**src/rtl/pcileech_bar_arb_pkg.sv**
```systemverilog
// Shared types and helpers for the BAR access arbiter.
// Holds the FSM state enum, size limits and the round-robin search.
package pcileech_bar_arb_pkg;

  localparam int MAX_REQ        = 8;
  localparam int MAX_RD_LATENCY = 3;

  typedef enum logic [1:0] {
    S_IDLE,
    S_ISSUE,
    S_WAIT_RD,
    S_RESP
  } arb_state_e;

  // Search req for the first set bit starting at (last+1) mod n.
  // Result bit 3 flags a hit, bits 2:0 hold the winning index.
  function automatic logic [3:0] rr_pick(
    input logic [MAX_REQ-1:0] req,
    input logic [2:0]         last,
    input int                 n
  );
    logic [3:0] res;
    int         idx;
    res = 4'd0;
    for (int k = 1; k <= MAX_REQ; k++) begin
      idx = int'(last) + k;
      if (idx >= n) idx = idx - n;
      if (k <= n && !res[3] && req[idx[2:0]])
        res = {1'b1, idx[2:0]};
    end
    return res;
  endfunction

endpackage

```
**src/rtl/pcileech_rr_arbiter.sv**
```systemverilog
// Combinational round-robin picker for shared resources.
// Ports: i_req/i_mask request and eligibility, i_last previous owner; o_grant one-hot, o_idx, o_valid.
module pcileech_rr_arbiter
  import pcileech_bar_arb_pkg::*;
#(
  parameter int NUM_REQ = 2,
  parameter int GRANT_W = (NUM_REQ > 1) ? $clog2(NUM_REQ) : 1
) (
  input  logic [NUM_REQ-1:0] i_req,
  input  logic [NUM_REQ-1:0] i_mask,
  input  logic [GRANT_W-1:0] i_last,
  output logic [NUM_REQ-1:0] o_grant,
  output logic [GRANT_W-1:0] o_idx,
  output logic               o_valid
);

  logic [MAX_REQ-1:0] w_req;
  logic [2:0]         w_last;
  logic [3:0]         w_pick;
  logic               w_unused;

  assign w_req    = MAX_REQ'(i_req & i_mask);
  assign w_last   = 3'(i_last);
  assign w_pick   = rr_pick(w_req, w_last, NUM_REQ);
  assign w_unused = ^w_pick;

  assign o_valid = w_pick[3];
  assign o_idx   = w_pick[GRANT_W-1:0];
  assign o_grant = o_valid ? (NUM_REQ'(1) << o_idx) : '0;

endmodule

```
**src/rtl/pcileech_bar_access_arbiter.sv**
```systemverilog
// Shares one BAR access port between NUM_REQ requesters, one dword at a time.
// Ports: req_* requester side, rsp_* completions, bar_* BAR controller; PCILEECH_BAR_ARB_LOCK_EN enables req_lock.
module pcileech_bar_access_arbiter
  import pcileech_bar_arb_pkg::*;
#(
  parameter int NUM_REQ    = 2,
  parameter int RD_LATENCY = 0,
  parameter int GRANT_W    = (NUM_REQ > 1) ? $clog2(NUM_REQ) : 1
) (
  input  logic                  clk,
  input  logic                  reset_n,
  input  logic [NUM_REQ-1:0]    req_valid,
  output logic [NUM_REQ-1:0]    req_ready,
  input  logic [NUM_REQ-1:0]    req_we,
  input  logic [NUM_REQ-1:0]    req_lock,
  input  logic [NUM_REQ*32-1:0] req_addr,
  input  logic [NUM_REQ*32-1:0] req_wdata,
  output logic [NUM_REQ-1:0]    rsp_valid,
  output logic [31:0]           rsp_data,
  output logic [31:0]           bar_addr,
  output logic [31:0]           bar_wr_data,
  output logic                  bar_wr_en,
  output logic                  bar_rd_en,
  input  logic [31:0]           bar_rd_data,
  output logic                  busy,
  output logic [GRANT_W-1:0]    grant_idx
);

  arb_state_e r_state, w_next;

  logic [31:0]        r_addr, r_wdata, r_rsp_data;
  logic               r_we, r_locked;
  logic [GRANT_W-1:0] r_grant, r_last;
  logic [1:0]         r_cnt;

  logic [NUM_REQ-1:0] w_arb_grant, w_owner_oh, w_lock_mask;
  logic [GRANT_W-1:0] w_arb_idx;
  logic               w_arb_valid, w_own_valid, w_sel_lock, w_sel_we;
  logic [31:0]        w_sel_addr, w_sel_wdata;

  assign w_owner_oh  = NUM_REQ'(1) << r_grant;
  assign w_own_valid = |(req_valid & w_owner_oh);

`ifdef PCILEECH_BAR_ARB_LOCK_EN
  // A locked owner is the only candidate while it keeps requesting.
  assign w_lock_mask = (r_locked && w_own_valid) ? w_owner_oh : '1;
  assign w_sel_lock  = |(req_lock & w_arb_grant);
`else
  logic w_unused_lock;
  assign w_unused_lock = ^req_lock;
  assign w_lock_mask   = '1;
  assign w_sel_lock    = 1'b0;
`endif

  pcileech_rr_arbiter #(
    .NUM_REQ (NUM_REQ),
    .GRANT_W (GRANT_W)
  ) u_rr (
    .i_req   (req_valid),
    .i_mask  (w_lock_mask),
    .i_last  (r_last),
    .o_grant (w_arb_grant),
    .o_idx   (w_arb_idx),
    .o_valid (w_arb_valid)
  );

  always_comb begin
    w_sel_addr  = '0;
    w_sel_wdata = '0;
    w_sel_we    = 1'b0;
    for (int i = 0; i < NUM_REQ; i++) begin
      if (w_arb_idx == GRANT_W'(i)) begin
        w_sel_addr  = req_addr[32*i +: 32];
        w_sel_wdata = req_wdata[32*i +: 32];
        w_sel_we    = req_we[i];
      end
    end
  end

  always_comb begin
    w_next    = r_state;
    req_ready = '0;
    rsp_valid = '0;
    bar_wr_en = 1'b0;
    bar_rd_en = 1'b0;
    unique case (r_state)
      S_IDLE: begin
        if (w_arb_valid) begin
          req_ready = w_arb_grant;
          w_next    = S_ISSUE;
        end
      end
      S_ISSUE: begin
        bar_wr_en = r_we;
        bar_rd_en = !r_we;
        if (r_we || RD_LATENCY == 0) w_next = S_RESP;
        else                         w_next = S_WAIT_RD;
      end
      S_WAIT_RD: begin
        if (r_cnt == 2'd1) w_next = S_RESP;
      end
      S_RESP: begin
        rsp_valid = w_owner_oh;
        w_next    = S_IDLE;
      end
      default: w_next = S_IDLE;
    endcase
  end

  // r_last resets to the top index so the first search starts at 0.
  always_ff @(posedge clk or negedge reset_n) begin
    if (!reset_n) begin
      r_state    <= S_IDLE;
      r_addr     <= '0;
      r_wdata    <= '0;
      r_we       <= 1'b0;
      r_locked   <= 1'b0;
      r_grant    <= '0;
      r_last     <= GRANT_W'(NUM_REQ - 1);
      r_cnt      <= 2'd0;
      r_rsp_data <= '0;
    end else begin
      r_state <= w_next;
      unique case (r_state)
        S_IDLE: begin
          if (w_arb_valid) begin
            r_addr   <= w_sel_addr;
            r_wdata  <= w_sel_wdata;
            r_we     <= w_sel_we;
            r_grant  <= w_arb_idx;
            r_locked <= w_sel_lock;
          end else begin
            r_locked <= r_locked & w_own_valid;
          end
        end
        S_ISSUE: begin
          if (r_we)                 r_rsp_data <= '0;
          else if (RD_LATENCY == 0) r_rsp_data <= bar_rd_data;
          else                      r_cnt      <= 2'(RD_LATENCY);
        end
        S_WAIT_RD: begin
          r_cnt <= r_cnt - 2'd1;
          if (r_cnt == 2'd1) r_rsp_data <= bar_rd_data;
        end
        S_RESP: begin
          if (!r_locked) r_last <= r_grant;
        end
        default: ;
      endcase
    end
  end

  assign bar_addr    = r_addr;
  assign bar_wr_data = r_wdata;
  assign rsp_data    = r_rsp_data;
  assign busy        = (r_state != S_IDLE);
  assign grant_idx   = r_grant;

endmodule

```
**config.mk**
```make
export PLATFORM = sky130hd
export DESIGN_NAME = pcileech_bar_access_arbiter
export DESIGN_NICKNAME = d
export VERILOG_FILES = /design/src/rtl/pcileech_bar_arb_pkg.sv /design/src/rtl/pcileech_rr_arbiter.sv /design/src/rtl/pcileech_bar_access_arbiter.sv
export SDC_FILE = /design/constraint.sdc
export NUM_CORES = 1
export LEC_CHECK = 0
export ABC_CLOCK_PERIOD_IN_PS = 1500
export BUFFER_PORTS_ARGS = -buffer_cell sky130_fd_sc_hd__buf_2
export CAP_MARGIN = 5
export CORE_MARGIN = 2
export CORE_UTILIZATION = 39
export CTS_CLUSTER_DIAMETER = 30
export DETAILED_ROUTE_END_ITERATION = 7
export GPL_TIMING_DRIVEN = 1
export HOLD_SLACK_MARGIN = 0.06
export PLACE_DENSITY_LB_ADDON = 0.3
export SYNTH_ARGS = -nofsm -noshare
export SYNTH_HDL_FRONTEND = slang
export SYNTH_SLANG_ARGS = --single-unit
```
**constraint.sdc**
```tcl
create_clock -name clk -period 1.5 [get_ports clk]
set_input_delay 0.3 -clock clk [delete_from_list [all_inputs] [get_ports clk]]
set_output_delay 0.3 -clock clk [all_outputs]
set_load 0.01 [all_outputs]
```
==> metrics.txt <==
first-pass GRT wire length=22830 µm; Die W=111.8 µm; Routed WL=14800 µm; via-per-instance ratio=5.333; initial antenna violation count=0; Max Buffers Root-to-Sink=2; Synth Cell Area=4531 µm²; Worst Clk Skew=0.008942 ns; WS Path Type=flop to flop; Inst Count DP=825; Clock Power Share=0.142; hpwl dp=9732 µm; vias in the first global route=4547; Min-Delay Path Class=input pin to flop; CTS sink count=104; register area share after synthesis=0.5747; Core Rows=39; DP Worst Slack=-0.1430 ns; worst skew pair latency=0.35 ns; Post-Route Setup TNS=-9.340 ns; failing checks=negative setup slack; Final Hold Fails=0; fin nets=883; Reg power frac=0.327; Reg clk slew, reported paths=0.08 ns; DR vias=4576; Core Area=11370 µm²; CP arrival=1.93 ns; mean post-synth cell area=10.69 µm²; Filler Cells Inserted=940; Max Freq=605.0 MHz; Tmin final=1.653 ns; CTS tree=done; CP required=1.77 ns; Avg WL per Cell=17.25 µm; clk root buf=clkbuf_16; htree depth=3; Ports=272; Int Pwr=0.009374 W; Multi-input gate area=2057 µm²; most frequent cells in the layout=buf_2 (265), dfrtp_1 (103), and3_1 (54), a221o_1 (54), nand2_1 (47); Net Sw Power=0.006000 W; Slew Limit Fails=0; largest net degree at the start of global routing=46; worst-margin pin slew=0.3712 ns; startpoint class of the critical path=flop; unrepaired setup endpoints after global routing=yes; maximum vdd drop=1.319 mV; status=complete, but fails checks; Switching Share=0.3903; Synth Instances=424; Post-Syn Nets=597; RePlAce Congestion=0.8149; crit-path max FO=8; buffers added on ports=269; commonest non-fill, non-tap cell in the layout=buf_2; Post-DRT Antenna Nets=0; GRT Overall Usage=0.2282; TritonCTS buffer count=9; Tcrit/Tclk final=1.102; Rel. slew slack=0.7525; die height=111.8 µm; Yosys warnings=0; n_diodes=0; fin worst setup slack=-0.1529 ns; GRT overflow=0; flop and latch count out of synthesis=104; die footprint=12490 µm²; DR DRC count=0; Initial DRC Count=293; Post-Layout Cell Count=858; Setup Viol. Count Final=96; Initial DRT Pass Iterations=4; Yosys cell types=30; Comb power frac=0.531; CP endpoint kind=flop; max-cap check violation count=0; Pleak=3.901 nW; share of cells above drive strength 1=0.5594; Reg area=2604 µm²; PD cells=2153 nW/µm²; Starting Density=0.3985; Area growth syn-to-layout=57.64%
[synth_stat cells, drive strengths merged]
library cell	instances	area share
mux2	1	0.0025
nor2b	2	0.0028
mux2i	2	0.0072
o21ai	34	0.038
o21a	1	0.0017
clkbuf	17	0.014
inv	7	0.0058
dfstp	1	0.0058
xor2	1	0.0019
ha	5	0.014
and2	2	0.0028
nand2b	1	0.0014
and3	54	0.075
a21oi	24	0.027
dfrtp	103	0.57
a21o	1	0.0017
nor2	13	0.011
a21bo	1	0.0022
buf	20	0.027
a31o	1	0.0019
nand2	77	0.064
o32a	1	0.0022
a21boi	1	0.0025
a221o	54	0.12
[flip-flops by register name, indices dropped and copies added (netlist names)]
name and flops:
r_last 1, r_cnt 2, bar_addr 32, rsp_data 32, bar_wr_data 32, grant_idx 1, r_we 1, r_locked 1
r_state 2
[cell families after synthesis]
| logic type | after synthesis | synth area share |
|---|---|---|
| and+or+nand+nor | 149 | 0.1560 |
| AOI/OAI and AO/OA | 118 | 0.1964 |
| DFF | 104 | 0.5747 |
| buffers and inverters | 44 | 0.04750 |
| adders and majority gates | 5 | 0.01381 |
| muxes | 3 | 0.009665 |
| xor gates and xnor gates | 1 | 0.001934 |
[per-stage QoR]
step	total power [W]	utilization	instance area, µm²	hold slack, ns
5_1_grt	0.01637	0.6282	7142	0.1652
4_1_cts	0.01471	0.6035	6862	0.1582
2_1_floorplan	0.008286	-	4551	0.004409
6_report	0.01537	0.6282	7142	0.1752
3_5_place_dp	0.01095	0.5456	6203	0.2401
3_3_place_gp	0.01074	0.5456	6203	0.2414
[metal layers]
| layer | GRT usage | wire length (µm) |
|---|---|---|
| met1 | 0.2830 | 5876 |
| met2 | 0.3879 | 7478 |
| met3 | 0.06369 | 1090 |
| met4 | 0.07160 | 352 |
| met5 | 0 | 0 |
[worst max-delay path: stages (launching register included)]
cell and delay [ns]:
dfrtp_1 0.39, inv_2 0.07, buf_6 0.12, ha_4 0.16
buf_6 0.11, mux2i_4 0.19, buf_12 0.16, buf_12 0.11
buf_16 0.14, nand2_2 0.05, o21ai_1 0.07
[final cells by class]
| type | count | share of cell area |
|---|---|---|
| inverters | 7 | 0.003679 |
| clock buffers | 10 | 0.03206 |
| clock inverters | 6 | 0.006307 |
| flip-flops and latches | 104 | 0.3646 |
| multi-input cells | 276 | 0.2880 |
| well taps | 143 | 0.02505 |
| repair buffers | 312 | 0.2803 |
[path summary, 6_finish.rpt]
| path | slack, ns | end | cells past startpoint | from |
|---|---|---|---|---|
| max reg2reg | -0.15 | rsp_data[19] | 10 | r_state[1] |
| min reg2reg | 0.48 | r_cnt[0] | 1 | r_cnt[0] |
| min | 0.18 | bar_addr[0] | 2 | req_addr[0] |
| max | -0.15 | rsp_data[19] | 10 | r_state[1] |
| max in group asynchronous | 0.51 | r_last | 3 | reset_n |
| min in group asynchronous | 0.41 | rsp_data[10] | 2 | reset_n |
[power by group through the flow]
| stage | Sequential [W] | Clock [W] | Combinational, W |
|---|---|---|---|
| final | 0.00502 | 0.00218 | 0.00817 |
| after global routing | 0.00518 | 0.00238 | 0.00881 |
| after CTS | 0.00488 | 0.00225 | 0.00758 |
| after detailed placement | 0.00489 | 0 | 0.00606 |
| after global placement | 0.00485 | 0 | 0.00589 |
| after floorplan | 0.00542 | 0 | 0.00287 |
[repair_timing]
item / 4_1_cts / 5_1_grt
gates cloned: 5 / 3
pin swaps: 3 / 28
setup buffers: 11 / 2
setup endpoints to repair: 106 / 107
hold endpoints to repair: 21 / 0
gates resized for setup: 65 / 84
hold buffers: 1 / 0
Power figures use the tool's default switching activity.
